<file path="src/rtl/uart_tx_arbiter.sv">
// uart_tx_arbiter
//   Round-robin arbiter that lets NREQ byte sources share one UART transmitter.
//   A winner's byte and parity select are latched, a one-cycle start strobe is
//   issued, the transmitter busy flag is followed through one frame, and an
//   idle gap is inserted before the next grant.
//
// Ports
//   clk          system clock, rising edge
//   reset        asynchronous, active-low
//   req_valid    per-requester byte available (held until req_ready)
//   req_data     requester i byte at [8*i+7:8*i]
//   req_psel     per-requester parity select (0 even, 1 odd)
//   req_ready    one-hot, one-cycle accept pulse
//   tx_data      latched byte to the transmitter
//   tx_psel      latched parity select to the transmitter
//   tx_start     one-cycle frame start strobe
//   tx_busy      transmitter frame in progress
//   grant_id     index of current/last granted requester
//   active       high whenever the FSM is not idle
//   err_timeout  one-cycle pulse when tx_busy never rose after tx_start
module uart_tx_arbiter #(
    parameter int unsigned NREQ       = 4,
    parameter int unsigned GAP_CYCLES = 2,
    parameter int unsigned TIMEOUT    = 1023
) (
    input  logic                    clk,
    input  logic                    reset,
    input  logic [NREQ-1:0]         req_valid,
    input  logic [8*NREQ-1:0]       req_data,
    input  logic [NREQ-1:0]         req_psel,
    output logic [NREQ-1:0]         req_ready,
    output logic [7:0]              tx_data,
    output logic                    tx_psel,
    output logic                    tx_start,
    input  logic                    tx_busy,
    output logic [$clog2(NREQ)-1:0] grant_id,
    output logic                    active,
    output logic                    err_timeout
);

    localparam int unsigned IDW  = $clog2(NREQ);
    localparam int unsigned CNTW = $clog2(TIMEOUT + 1);
    localparam int unsigned GAPW = (GAP_CYCLES > 0) ? $clog2(GAP_CYCLES + 1) : 1;

    localparam logic [2:0] StIdle     = 3'd0;
    localparam logic [2:0] StStart    = 3'd1;
    localparam logic [2:0] StWaitBusy = 3'd2;
    localparam logic [2:0] StWaitDone = 3'd3;
    localparam logic [2:0] StGap      = 3'd4;

    // With no gap configured the frame end returns straight to idle.
    localparam logic [2:0] StAfterFrame = (GAP_CYCLES == 0) ? StIdle : StGap;

    logic [2:0]      state_q, state_d;
    logic [IDW-1:0]  ptr_q;
    logic [CNTW-1:0] cnt_q, cnt_d;
    logic [GAPW-1:0] gap_q, gap_d;
    logic            timeout_hit;

    logic            win_found;
    logic [IDW-1:0]  win_idx;
    logic [IDW-1:0]  cand;
    logic [7:0]      win_data;
    logic            win_psel;

    // Winner: first valid index strictly after the last-grant pointer, wrapping.
    always_comb begin
        win_found = 1'b0;
        win_idx   = '0;
        cand      = '0;
        for (int unsigned i = 1; i <= NREQ; i++) begin
            cand = IDW'((32'(ptr_q) + i) % NREQ);
            if (!win_found && req_valid[cand]) begin
                win_found = 1'b1;
                win_idx   = cand;
            end
        end
    end

    always_comb begin
        win_data = '0;
        win_psel = 1'b0;
        for (int unsigned i = 0; i < NREQ; i++) begin
            if (IDW'(i) == win_idx) begin
                win_data = req_data[8*i +: 8];
                win_psel = req_psel[i];
            end
        end
    end

    always_comb begin
        state_d     = state_q;
        cnt_d       = cnt_q;
        gap_d       = gap_q;
        timeout_hit = 1'b0;
        case (state_q)
            StIdle: begin
                if (win_found) state_d = StStart;
            end
            StStart: begin
                cnt_d   = '0;
                state_d = StWaitBusy;
            end
            StWaitBusy: begin
                if (tx_busy) begin
                    state_d = StWaitDone;
                end else if (cnt_q >= CNTW'(TIMEOUT - 1)) begin
                    // Counter stops here, so it can never wrap.
                    timeout_hit = 1'b1;
                    state_d     = StAfterFrame;
                end else begin
                    cnt_d = cnt_q + CNTW'(1);
                end
            end
            StWaitDone: begin
                if (!tx_busy) state_d = StAfterFrame;
            end
            StGap: begin
                if (gap_q >= GAPW'(GAP_CYCLES - 1)) state_d = StIdle;
                else                                gap_d   = gap_q + GAPW'(1);
            end
            default: state_d = StIdle;
        endcase
        if (state_d == StGap && state_q != StGap) gap_d = '0;
    end

    always_ff @(posedge clk or negedge reset) begin
        if (!reset) begin
            state_q     <= StIdle;
            ptr_q       <= IDW'(NREQ - 1);
            cnt_q       <= '0;
            gap_q       <= '0;
            req_ready   <= '0;
            tx_data     <= '0;
            tx_psel     <= 1'b0;
            tx_start    <= 1'b0;
            grant_id    <= '0;
            active      <= 1'b0;
            err_timeout <= 1'b0;
        end else begin
            state_q     <= state_d;
            cnt_q       <= cnt_d;
            gap_q       <= gap_d;
            active      <= (state_d != StIdle);
            err_timeout <= timeout_hit;
            tx_start    <= 1'b0;
            req_ready   <= '0;
            if (state_q == StIdle && win_found) begin
                // Strobes become visible in the START cycle that follows.
                tx_data   <= win_data;
                tx_psel   <= win_psel;
                grant_id  <= win_idx;
                ptr_q     <= win_idx;
                tx_start  <= 1'b1;
                req_ready <= NREQ'(1) << win_idx;
            end
        end
    end

endmodule

</file>
<file path="config.mk">
export PLATFORM = sky130hd
export DESIGN_NAME = uart_tx_arbiter
export DESIGN_NICKNAME = d
export VERILOG_FILES = /design/src/rtl/uart_tx_arbiter.sv
export SDC_FILE = /design/constraint.sdc
export NUM_CORES = 1
export LEC_CHECK = 0
export ABC_AREA = 1
export CORE_ASPECT_RATIO = 1.25
export CORE_MARGIN = 4
export CORE_UTILIZATION = 30
export DETAILED_ROUTE_END_ITERATION = 12
export MAX_ROUTING_LAYER = met4
export PLACE_DENSITY_LB_ADDON = 0.3
export SYNTH_ARGS = -nofsm -noshare
export SYNTH_HDL_FRONTEND = slang
export SYNTH_SLANG_ARGS = --single-unit
</file>
<file path="constraint.sdc">
create_clock -name clk -period 3.2 [get_ports clk]
set_clock_uncertainty 0.2 [all_clocks]
set_input_delay 0.48 -clock clk [delete_from_list [all_inputs] [get_ports clk]]
set_output_delay 0.48 -clock clk [all_outputs]
set_load 0.01 [all_outputs]
</file>
# After elaboration in Yosys (flattened, before gate mapping)
# Cells that the tools add are included.
[op_classes] n_mux=41 order_cmp=6 shifts=1 bitwise=0 reduce_logical=15 n_div=0 n_addsub=6 n_eq_ne=12 mul=0
[ops] cell="$mux 8" count=4
[ops] cell="$mux 10" count=2
[ops] cell="$pmux 10 s2" count=1
[ops] cell="$mux 1" count=16
[ops] cell="$mux 3" count=5
[ops] cell="$pmux 3 s5" count=1
[ops] cell="$mux 2" count=7
[ops] cell="$lt 2x3->1 const B" count=4
[ops] cell="$add 10x1->10 const B" count=1
[ops] cell="$ge 10x10->1 const B" count=1
[ops] cell="$bmux 1 s2" count=4
[ops] cell="$add 2x1->2 const B" count=3
[ops] cell="$eq 3x2->1 const B" count=2
[ops] cell="$eq 3x3->1 const B" count=2
[ops] cell="$logic_and 1x1->1" count=5
[ops] cell="$add 2x2->2 const B" count=2
[ops] cell="$eq 2x2->1 const A" count=2
[ops] cell="$mux 4" count=1
[ops] cell="$ne 2x2->1 const B" count=2
[ops] cell="$reduce_bool 2->1" count=2
[ops] cell="$shl 1x2->4 const A" count=1
[ops] cell="$eq 3x1->1 const B" count=1
[ops] cell="$logic_not 1->1" count=3
[ops] cell="$logic_not 3->1" count=1
[ops] cell="other kinds (8)" count=8
[word_totals] mem_bits_rw=0 rom_bits=0 word_cells=92 memories=0 register_bits=35 inputBits=43 latch_bits=0

# Depth between registers and ports, before layout
[logic_depth] depth_word=19 ltp_mapped=16

# Worst setup path before layout
# No wires, ideal clock.
[synth_path] path_type="register to register" startpoint="register ptr_q[0]" endpoint="register tx_data[0]" arrival_time_ps=1703 slack_ps=1181 path_stages_with_launch=17 n_path_buf=1 required_time_ps=2884 path_cell_list="dfstp_2 inv_2 buf_6 nand2_1 nand2_1 nand2_1 nand2_2 nor2_2 nand3_2 nand2_2 inv_4 nand2_2 nor2_4 nand2_1 nand2_1 inv_1 nand2_1"
[synth_between] elab_chain_len=18
[synth_rtl] item="from (decl)" line="55" source="logic [IDW-1:0] ptr_q;"
[synth_rtl] item="from (signal assigned)" line="130" source="ptr_q <= IDW'(NREQ - 1);"
[synth_rtl] item="from (signal assigned)" line="153" source="ptr_q <= win_idx;"
[synth_rtl] item="$add 2x1->2" line="72" source="cand = IDW'((32'(ptr_q) + i) % NREQ);"
[synth_rtl] item="$bmux 1 s2" line="73" source="if (!win_found && req_valid[cand]) begin"
[synth_rtl] item="$mux 1 (implied by the code)" line="73"
[synth_rtl] item="$mux 1" line="73"
[synth_rtl] item="$logic_not 1->1" line="73"
[synth_rtl] item="$logic_and 1x1->1" line="73"
[synth_rtl] item="$mux 1" line="73"
[synth_rtl] item="$logic_not 1->1" line="73"
[synth_rtl] item="$logic_and 1x1->1" line="73"
[synth_rtl] item="$mux 1" line="73"
[synth_rtl] item="$logic_not 1->1" line="73"
[synth_rtl] item="$logic_and 1x1->1" line="73"
[synth_rtl] item="$mux 2" line="73"
[synth_rtl] item="$logic_not 2->1" line="84" source="if (IDW'(i) == win_idx) begin"
[synth_rtl] item="$mux 8 (4 in series)" line="84"
[synth_rtl] item="to (signal assigned)" line="150" source="tx_data <= win_data;"
[synth_rtl] item="to (decl)" line="32" source="output logic [7:0] tx_data,"
# Parallel ways exist; a longest one is shown, timed or not. The select of a mux whose other input is x is not followed.
# A chain may end at the register's enable or synchronous reset.

# Worst setup path in the final report
[layout_path] startpoint="register ptr_q[0]" endpoint="register tx_data[7]"
# Same word-level chain as after synthesis.

==> results.toml <==
[floorplanning]
fp.dieH_um = 104
ios = 61
core_um2 = 7060
die_area_um2 = 8780
start_util = 0.312
rows = 34
die_width_um = 84.6

[setup_path]
crit_arrival_ns = 2.51
path_class = "reg -> reg"
startpoint_type = "flip-flop"
cp-end-kind = "flip-flop"
r2r_end = "tx_data[7]"
reg2regPathDepth = 14
reg2reg_from = "ptr_q[0]"
crit_fanout = 11
reg2reg_slack_ns = 0.72
required_ns = 3.23

[cells_and_area]
final_area_um2 = 2970
syn_to_final_growth_pct = 35.1
layout-drive-gt1-share = 0.0789
fill_cells = 762
n_antenna_cell = 0
finalNetCount = 425

[logic_synthesis]
synthTopCellsByArea = "dfrtp_1 (38%), nand2_1 (17%), nand3_1 (9.1%)"
synth.most_common_cell = "nand2_1"
ys.warnings.count = 0
seq_area_frac_synth = 0.399
syn_inst = 318
async_flop_share = 1.00
synth_compound_area_frac = 0.0489
synth_common_cells = "nand2_1 (101), nand3_1 (40), nor2_1 (36)"
synth_top_family_by_area = "simple AND/OR/NAND/NOR gates"
synth_cell_types = 30
syn-num-nets = 364
ys.flop_type = "dfrtp_1"
synth-edff-count = 0
synth_xor_area_frac = 0.0119
synthMuxAreaShare = 0
synth_top_area_frac = 0.375
synth-seq-cells = 35
yosys.area_share.simple = 0.428
synth_top_area_cell = "dfrtp_1"
synth.avg_cell_area_um2 = 6.92
synthAdderAreaFrac = 0.0171
syn_area_um2 = 2200

[detailed_routing]
wl_per_cell_um = 12.5
via_count = 2178
dr.pass1.iters = 4
drt_wl_total_mm = 5.87
initialDrtViolationCount = 69
ant_nets = 0
drc = 0
via_per_inst = 4.63

[status]
status = "completed"

[sta]
finalHoldViolCount = 0
grt_setup_unrepaired = "no"
tightestPinTransition_ns = 0.453
slew_viol_final = 0
slew_headroom = 0.698
whs_ns = 0.314
final-setup-viol-count = 0
post-route-period-util = 0.775
min_period_ns = 2.48
timing.setup.tns_ns = 0
fmax_mhz = 403

[clocking]
cts_tree = "yes"
cts-root-buf = "clkbuf_8"
cts-htree-levels = 2
cts_resized = 0
clockBufferDepth = 2
clk_latency_ns = 0.29
clock_sinks = 35
numCtsBuffers = 5
cts_setup_buffers = 0
hold_buffers = 0
clk_pin_slew_ns = 0.07

[global_route]
grt_pass1_wl_mm = 9.89
antenna_found_initial = 0
grt_pass1_vias = 2099
gr-total-overflow = 0
grt_max_degree = 36
track_usage = 0.142

[worst_hold_path]
holdPathStages = 2
whs_endpoint = "grant_id[0]"
hp-start = "grant_id[0]"
min_path_type = "reg -> reg"

[place]
portBuffers = 60
hpwl_mm = 4.57
place_area_um2 = 2870
routabilityCongestion = 0.887

[power_and_ir_drop]
ir_drop_v = 0.000752
leakage_nw = 1.41
power_density_nw_per_um2 = 991

[run]
maxCapViolCount = 0
logic make-up (layout without fill, tap and decap cells):
| group | count (synthesis) | in the layout |
|---|---|---|
| AO/OA/AOI/OAI | 20 | 20 |
| XOR/XNOR | 3 | 3 |
| buffers and inverters | 47 | 109 |
| flip-flops | 35 | 35 |
| AND/OR/NAND/NOR | 210 | 210 |
| adder cells (fa/ha/maj) | 3 | 3 |
state kept, by name, summed over array words and instances, names as in the netlist:
signal / flops
tx_psel: 1
cnt_q: 10
gap_q: 2
tx_start: 1
err_timeout: 1
tx_data: 8
ptr_q: 2
req_ready: 4
grant_id: 2
state_q: 3
active: 1
through the flow:
stage	setup slack, ns	power (mW)	utilization	cells
final	0.721	2.95	0.421	470
after detailed placement	0.562	2.62	0.407	462
after global routing	0.462	3.26	0.421	470
after CTS	0.695	2.99	0.421	470
after global placement	0.607	2.58	0.407	462
after floorplan	1.18	2.08	-	318
power by group:
group | internal [mW] | switching [mW] | total, mW
clock | 0.197 | 0.159 | 0.355
combinational | 0.674 | 1.17 | 1.85
sequential | 0.617 | 0.128 | 0.745
how the worst max path moves through the flow:
stage,from,end,slack (ns),depth (start not counted)
after global routing,ptr_q[0],tx_data[7],0.46,14
after global placement,req_valid[2],tx_psel,0.61,14
after floorplan,ptr_q[0],tx_data[0],1.18,16
after detailed placement,req_valid[3],tx_data[7],0.56,15
final,ptr_q[0],tx_data[7],0.72,14
after CTS,ptr_q[0],tx_data[7],0.70,14
layer usage:
metal,track usage,part of all wire
met5,-,0
met4,0.0373,0.010
met2,0.248,0.52
met3,0.0294,0.040
met1,0.165,0.43
cells in the final DEF (no fill, tap or decap), types with 6 or more instances in the layout:
master	n
dfrtp_1	33
o21ai_0	14
nand3_1	40
nand2_1	101
inv_1	34
clkdlybuf4s50_1	60
nand2_2	6
clkbuf_8	7
nor3_1	7
nor2_1	36
nand4_1	6
critical path, cell delays in order (launching register included):
cell and delay (ns):
dfstp_2 0.65, inv_2 0.14, nand2_1 0.08, nand2_1 0.09, nand2_1 0.11, nand2_2 0.07, nor2_2 0.12, nand3b_1 0.10
nand2_1 0.33, nand2_2 0.17, nor2_4 0.15, nand2_1 0.07, nand2_1 0.06, inv_1 0.04, nand2_1 0.06
area by class of cell:
class / count / area [µm²] / area share
Multi-Input combinational cell: 236 / 1110 / 0.375
Sequential cell: 35 / 878 / 0.295
Clock buffer: 8 / 100 / 0.0337
Timing Repair Buffer: 63 / 623 / 0.210
Tap cell: 90 / 113 / 0.0379
Inverter: 38 / 145 / 0.0488
Note: power is estimated with default switching activity, not from simulation.
==> RTL change 1, RTL diff (config.mk and constraints unchanged) <==
Reset style: synchronous (`reset`), changed in one clocked block. Comments in the files are not updated.
--- a/src/rtl/uart_tx_arbiter.sv
+++ b/src/rtl/uart_tx_arbiter.sv
@@ -125,5 +125,5 @@
     end
 
-    always_ff @(posedge clk or negedge reset) begin
+    always_ff @(posedge clk) begin
         if (!reset) begin
             state_q     <= StIdle;
Formal check against the unedited RTL: differs if reset is asserted again (counterexample within 4 cycles, from zero or initial values and one cycle with reset low); with reset held inactive, the same outputs for 10 cycles.
==> RTL change 1 against the unedited design <==
  * Sequential cell count stayed put
  * Worst setup slack better by 0.11 ns
  * Combinational power is 9% lower
  * Synthesized area is 9.1% lower
  * Register-to-register slack better by 0.19 ns
  * Sequential share of layout area is 4.2 points lower
  * Design area is 6.9% lower
  * Wire length is 11% lower
  * Non-clock buffer count is 2 lower
  * Total power is 10% lower
  * Count of clock-buffer cells in the layout is 2 lower
  * Largest power group unchanged
==> RTL change 1: results (changes against the unedited design) <==
Setup path
  • Reg2reg setup slack: 0.91 ns (was 0.72 ns)
  • Delay-heaviest family, CP: buffers and inverters (was simple AND/OR/NAND/NOR gates)
  • R2R depth: 10 (was 14)
  • Worst r2r dst: cnt_q[4] (was tx_data[7])
  • Largest stage delay on the critical path: 0.48 ns (was 0.65 ns)
  • Slowest cell on crit path: clkdlybuf4s50_1 (was dfstp_2)
  • Worst r2r src: cnt_q[0] (was ptr_q[0])
  • Crit-path max FO: 21 (was 11)

Power and ir drop
  • Internal power: 1.33 mW (was 1.49 mW)
  • Leakage: 1.13 nW (was 1.41 nW)
  • Max rail drop VDD: 0.444 mV (was 0.752 mV)

Place
  • Final RePlAce weighted congestion: 0.811 (was 0.887)
  • DP Worst Slack: 0.548 ns (was 0.562 ns)
  • Placed wire-length estimate: 4090 µm (was 4570 µm)
  • Placed instance count: 438 (was 462)
  • DP Area: 2680 µm² (was 2870 µm²)

Finish
  • Proportion of layout cells with a drive suffix above 1: 0.0891 (was 0.0789)
  • Post-layout net count: 404 (was 425)

Yosys
  • Post-synth ARST share: 0 (was 1.00)
  • Cell taking the most area after synthesis: dfxtp_1 (was dfrtp_1)
  • Syn_nets: 342 (was 364)
  • Cells after synthesis: 296 (was 318)
  • Synth area leaders: dfxtp_1 (35%), nand2_1 (16%), nand3_1 (6.3%) (was dfrtp_1 (38%), nand2_1 (17%), nand3_1 (9.1%))
  • Seq/Total Area, Yosys: 0.350 (was 0.399)
  • Commonest cells post-synth: nand2_1 (87), dfxtp_1 (35), nor2_1 (30), inv_1 (29), nand3_1 (25) (was nand2_1 (101), nand3_1 (40), nor2_1 (36), inv_1 (34), dfrtp_1 (33))
  • Synth cell types: 32 (was 30)

STA
  • Hold slack: 0.270 ns (was 0.314 ns)
  • Worst Max-Slew Pin Slew: 0.578 ns (was 0.453 ns)

Hold path
  • Min-Delay Endpoint: cnt_q[9] (was grant_id[0])
  • Hold path startpoint: cnt_q[9] (was grant_id[0])
  • Hold-critical path depth: 2 (unchanged)

Run status
  • Outcome: completed (unchanged)

Drt
  • Routed via count: 2070 (was 2178)
  • Final wirelength: 5200 µm (was 5870 µm)
  • DR iter-0 viols: 41 (was 69)
  • Met1 wire length: 2240 µm (was 2500 µm)
  • Metal2 WL: 2580 µm (was 3080 µm)
  • Metal3 WL: 316 µm (was 232 µm)
  • WL per Instance: 11.7 µm (was 12.5 µm)

Global route
  • GR Util All Layers: 0.142 (about the same)
  • Largest net degree at the start of global routing: 22 (was 36)
  • Global-route wire length before repair: 8870 µm (was 9890 µm)
  • Vias in the first global route: 2048 (was 2099)

Floorplanning
  • Die area: 8050 µm² (was 8780 µm²)

Clock tree
  • H-tree levels: 2 (unchanged)
-- RTL change 1: per-layer routing --
| layer | up-vias | track usage |
|---|---|---|
| li1 | 1081 | - |
| met1 | 936 | 0.162 |
| met2 | 48 | 0.244 |
| met3 | 5 | 0.0353 |
| met4 | 0 | 0.0416 |
| met5 | - | - |
-- RTL change 1: final cells by class --
cell class	count	area, µm²
fillers	725	3750
multi-input cells	222	1140
flip-flops and latches	35	701
repair buffers	61	608
inverters	33	126
well taps	87	109
clock buffers	6	72.6
clock inverters	2	12.5
-- RTL change 1: how the worst max path moves through the flow --
stage	startpoint	end	slack (ns)	cells past startpoint
after floorplan	cnt_q[0]	cnt_q[4]	1.31	10
after global placement	req_valid[2]	tx_psel	0.59	12
after detailed placement	req_valid[2]	tx_data[3]	0.55	12
after CTS	req_valid[2]	tx_data[6]	0.84	12
after global routing	cnt_q[0]	cnt_q[4]	0.53	10
final	req_valid[2]	tx_data[3]	0.83	12
-- RTL change 1: cells by family (layout without fill, tap and decap cells) --
family                   Yosys count  after routing  share of synthesized area
adder cells (fa/ha/maj)            3              3                     0.0188
XOR/XNOR                           4              4                     0.0175
AO/OA/AOI/OAI                     36             36                      0.107
flip-flops                        35             35                      0.350
AND/OR/NAND/NOR                  179            179                      0.427
buffers and inverters             39            102                     0.0800
-- RTL change 1: tightest hold or removal path, stage by stage, from the launching register on --
cell,delay [ns]
dfxtp_1,0.30
inv_1,0.06
a21oi_1,0.06
-- RTL change 1: power groups by stage --
| stage | clock network [mW] | logic [mW] | registers, mW |
|---|---|---|---|
| floorplan | 0 | 1.25 | 0.673 |
| global placement | 0 | 1.67 | 0.653 |
| finish | 0.313 | 1.68 | 0.645 |
| detailed placement | 0 | 1.69 | 0.653 |
| CTS | 0.318 | 1.70 | 0.645 |
| global route | 0.343 | 1.93 | 0.662 |
==> RTL change 2, RTL diff (config.mk and constraints unchanged) <==
Made on the original files. Change the parameter `TIMEOUT` from 1023 to 511.
--- a/src/rtl/uart_tx_arbiter.sv
+++ b/src/rtl/uart_tx_arbiter.sv
@@ -22,5 +22,5 @@
     parameter int unsigned NREQ       = 4,
     parameter int unsigned GAP_CYCLES = 2,
-    parameter int unsigned TIMEOUT    = 1023
+    parameter int unsigned TIMEOUT    = 511
 ) (
     input  logic                    clk,
Function: same outputs for any inputs over 10 cycles, from zero or initial values and one cycle with reset low; that may be too few to reach the edited logic, so the function may still have changed.
==> RTL change 2 against the unedited design <==
  * Die area down 0.21%
  * Design area down 1.7%
  * Wire length fell by 2.5%
  * Synthesized area shrank 0.23%
  * Fmax is 7.5% lower
  * Utilization fell by 0.71 points
  * Worst setup slack worse by 0.20 ns
  * Total power grew 1.0%
  * Largest power group unchanged
  * Sequential cell count decreased by 1
==> RTL change 2: results (changes against the unedited design) <==
Place
  • Placed wire-length estimate: 4490 µm (was 4570 µm)
  • DP Worst Slack: 0.500 ns (was 0.562 ns)
  • Final RePlAce weighted congestion: 0.845 (was 0.887)
  • Placed instance count: 433 (was 462)

Yosys
  • Synth area leaders: dfrtp_1 (36%), nand2_1 (14%), nand3_1 (5.9%) (was dfrtp_1 (38%), nand2_1 (17%), nand3_1 (9.1%))
  • Commonest cells post-synth: nand2_1 (82), dfrtp_1 (32), inv_1 (28), nor2_1 (27), nand3_1 (26) (was nand2_1 (101), nand3_1 (40), nor2_1 (36), inv_1 (34), dfrtp_1 (33))
  • Post-Syn Area per Cell: 7.60 µm² (was 6.92 µm²)
  • Synth cell types: 37 (was 30)
  • Syn_nets: 335 (was 364)

Finish
  • Proportion of layout cells with a drive suffix above 1: 0.114 (was 0.0789)
  • Final-layout fill cell count: 747 (was 762)
  • Largest registers: cnt_q: 9 flops, tx_data: 8 flops, req_ready: 4 flops (was cnt_q: 10 flops, tx_data: 8 flops, req_ready: 4 flops)

STA
  • Worst Max-Slew Pin Slew: 0.432 ns (was 0.453 ns)
  • Ratio of final minimum period to clock period: 0.838 (was 0.775)
  • Hold slack: 0.287 ns (was 0.314 ns)

Setup path
  • Crit-path max FO: 26 (was 11)
  • Setup crit end: tx_data[3] (was tx_data[7])
  • Arrival @ worst endpoint: 2.66 ns (was 2.51 ns)
  • R2R depth: 13 (was 14)

Global route
  • Largest net degree at the start of global routing: 35 (was 36)
  • GRT met1 Usage: 0.162 (was 0.165)
  • Global-route wire length before repair: 9720 µm (was 9890 µm)
  • Met3 GRT Util: 0.0238 (was 0.0294)

Hold path
  • Hold path startpoint: tx_data[2] (was grant_id[0])
  • Min-Delay Endpoint: tx_data[2] (was grant_id[0])

Drt
  • WL per Instance: 13.0 µm (was 12.5 µm)
  • Final wirelength: 5730 µm (was 5870 µm)

Run status
  • Outcome: completed (unchanged)
[RTL change 2: cell types whose count changed after synthesis, sizes merged, moves of 2 or more]
cell and delta:
nand2 -14, nand3 -14, nor2 -10, a21oi +8, inv -5, nand4 +5, o21ai +2
[RTL change 2: critical path, stage by stage, from the launching register on]
cell	delay, ns
dfstp_2	0.74
inv_2	0.19
nand2_1	0.09
nand2_1	0.12
nand2_4	0.12
nand2_4	0.07
nor2_4	0.15
nand3b_2	0.12
nand2_4	0.24
inv_2	0.16
nand3_1	0.11
nand2_1	0.06
a21oi_1	0.13
nor2_1	0.06
[RTL change 2: logic make-up after synthesis]
| family | count (synthesis) | share of synthesized area |
|---|---|---|
| buffers and inverters | 42 | 0.100 |
| XOR/XNOR | 2 | 0.00798 |
| flip-flops | 34 | 0.389 |
| AND/OR/NAND/NOR | 177 | 0.400 |
| adder cells (fa/ha/maj) | 3 | 0.0171 |
| AO/OA/AOI/OAI | 31 | 0.0860 |
[RTL change 2: where the power goes]
group	total [mW]	internal, mW	leakage, nW	switching [mW]
logic	1.91	0.701	0.884	1.21
clock network	0.333	0.174	0.0482	0.159
registers	0.731	0.602	0.434	0.129
total	2.98	1.48	1.37	1.50
[RTL change 2: layout make-up]
type | count | share of cell area
clock buffer | 7 | 0.0295
clock inverter | 1 | 0.00171
inverter | 34 | 0.0437
multi-input combinational | 213 | 0.384
sequential | 34 | 0.292
tap | 90 | 0.0385
timing repair buffer | 62 | 0.211
[RTL change 2: per-layer routing]
metal	up-vias	wire, µm
li1	1062	-
met1	951	2430
met2	41	3020
met3	4	217
met4	0	56
met5	-	0
[RTL change 2: stage by stage]
stage	util	cell area, µm²
floorplan	-	2200
global placement	0.401	2830
detailed placement	0.401	2830
CTS	0.414	2920
global route	0.414	2920
finish	0.414	2920
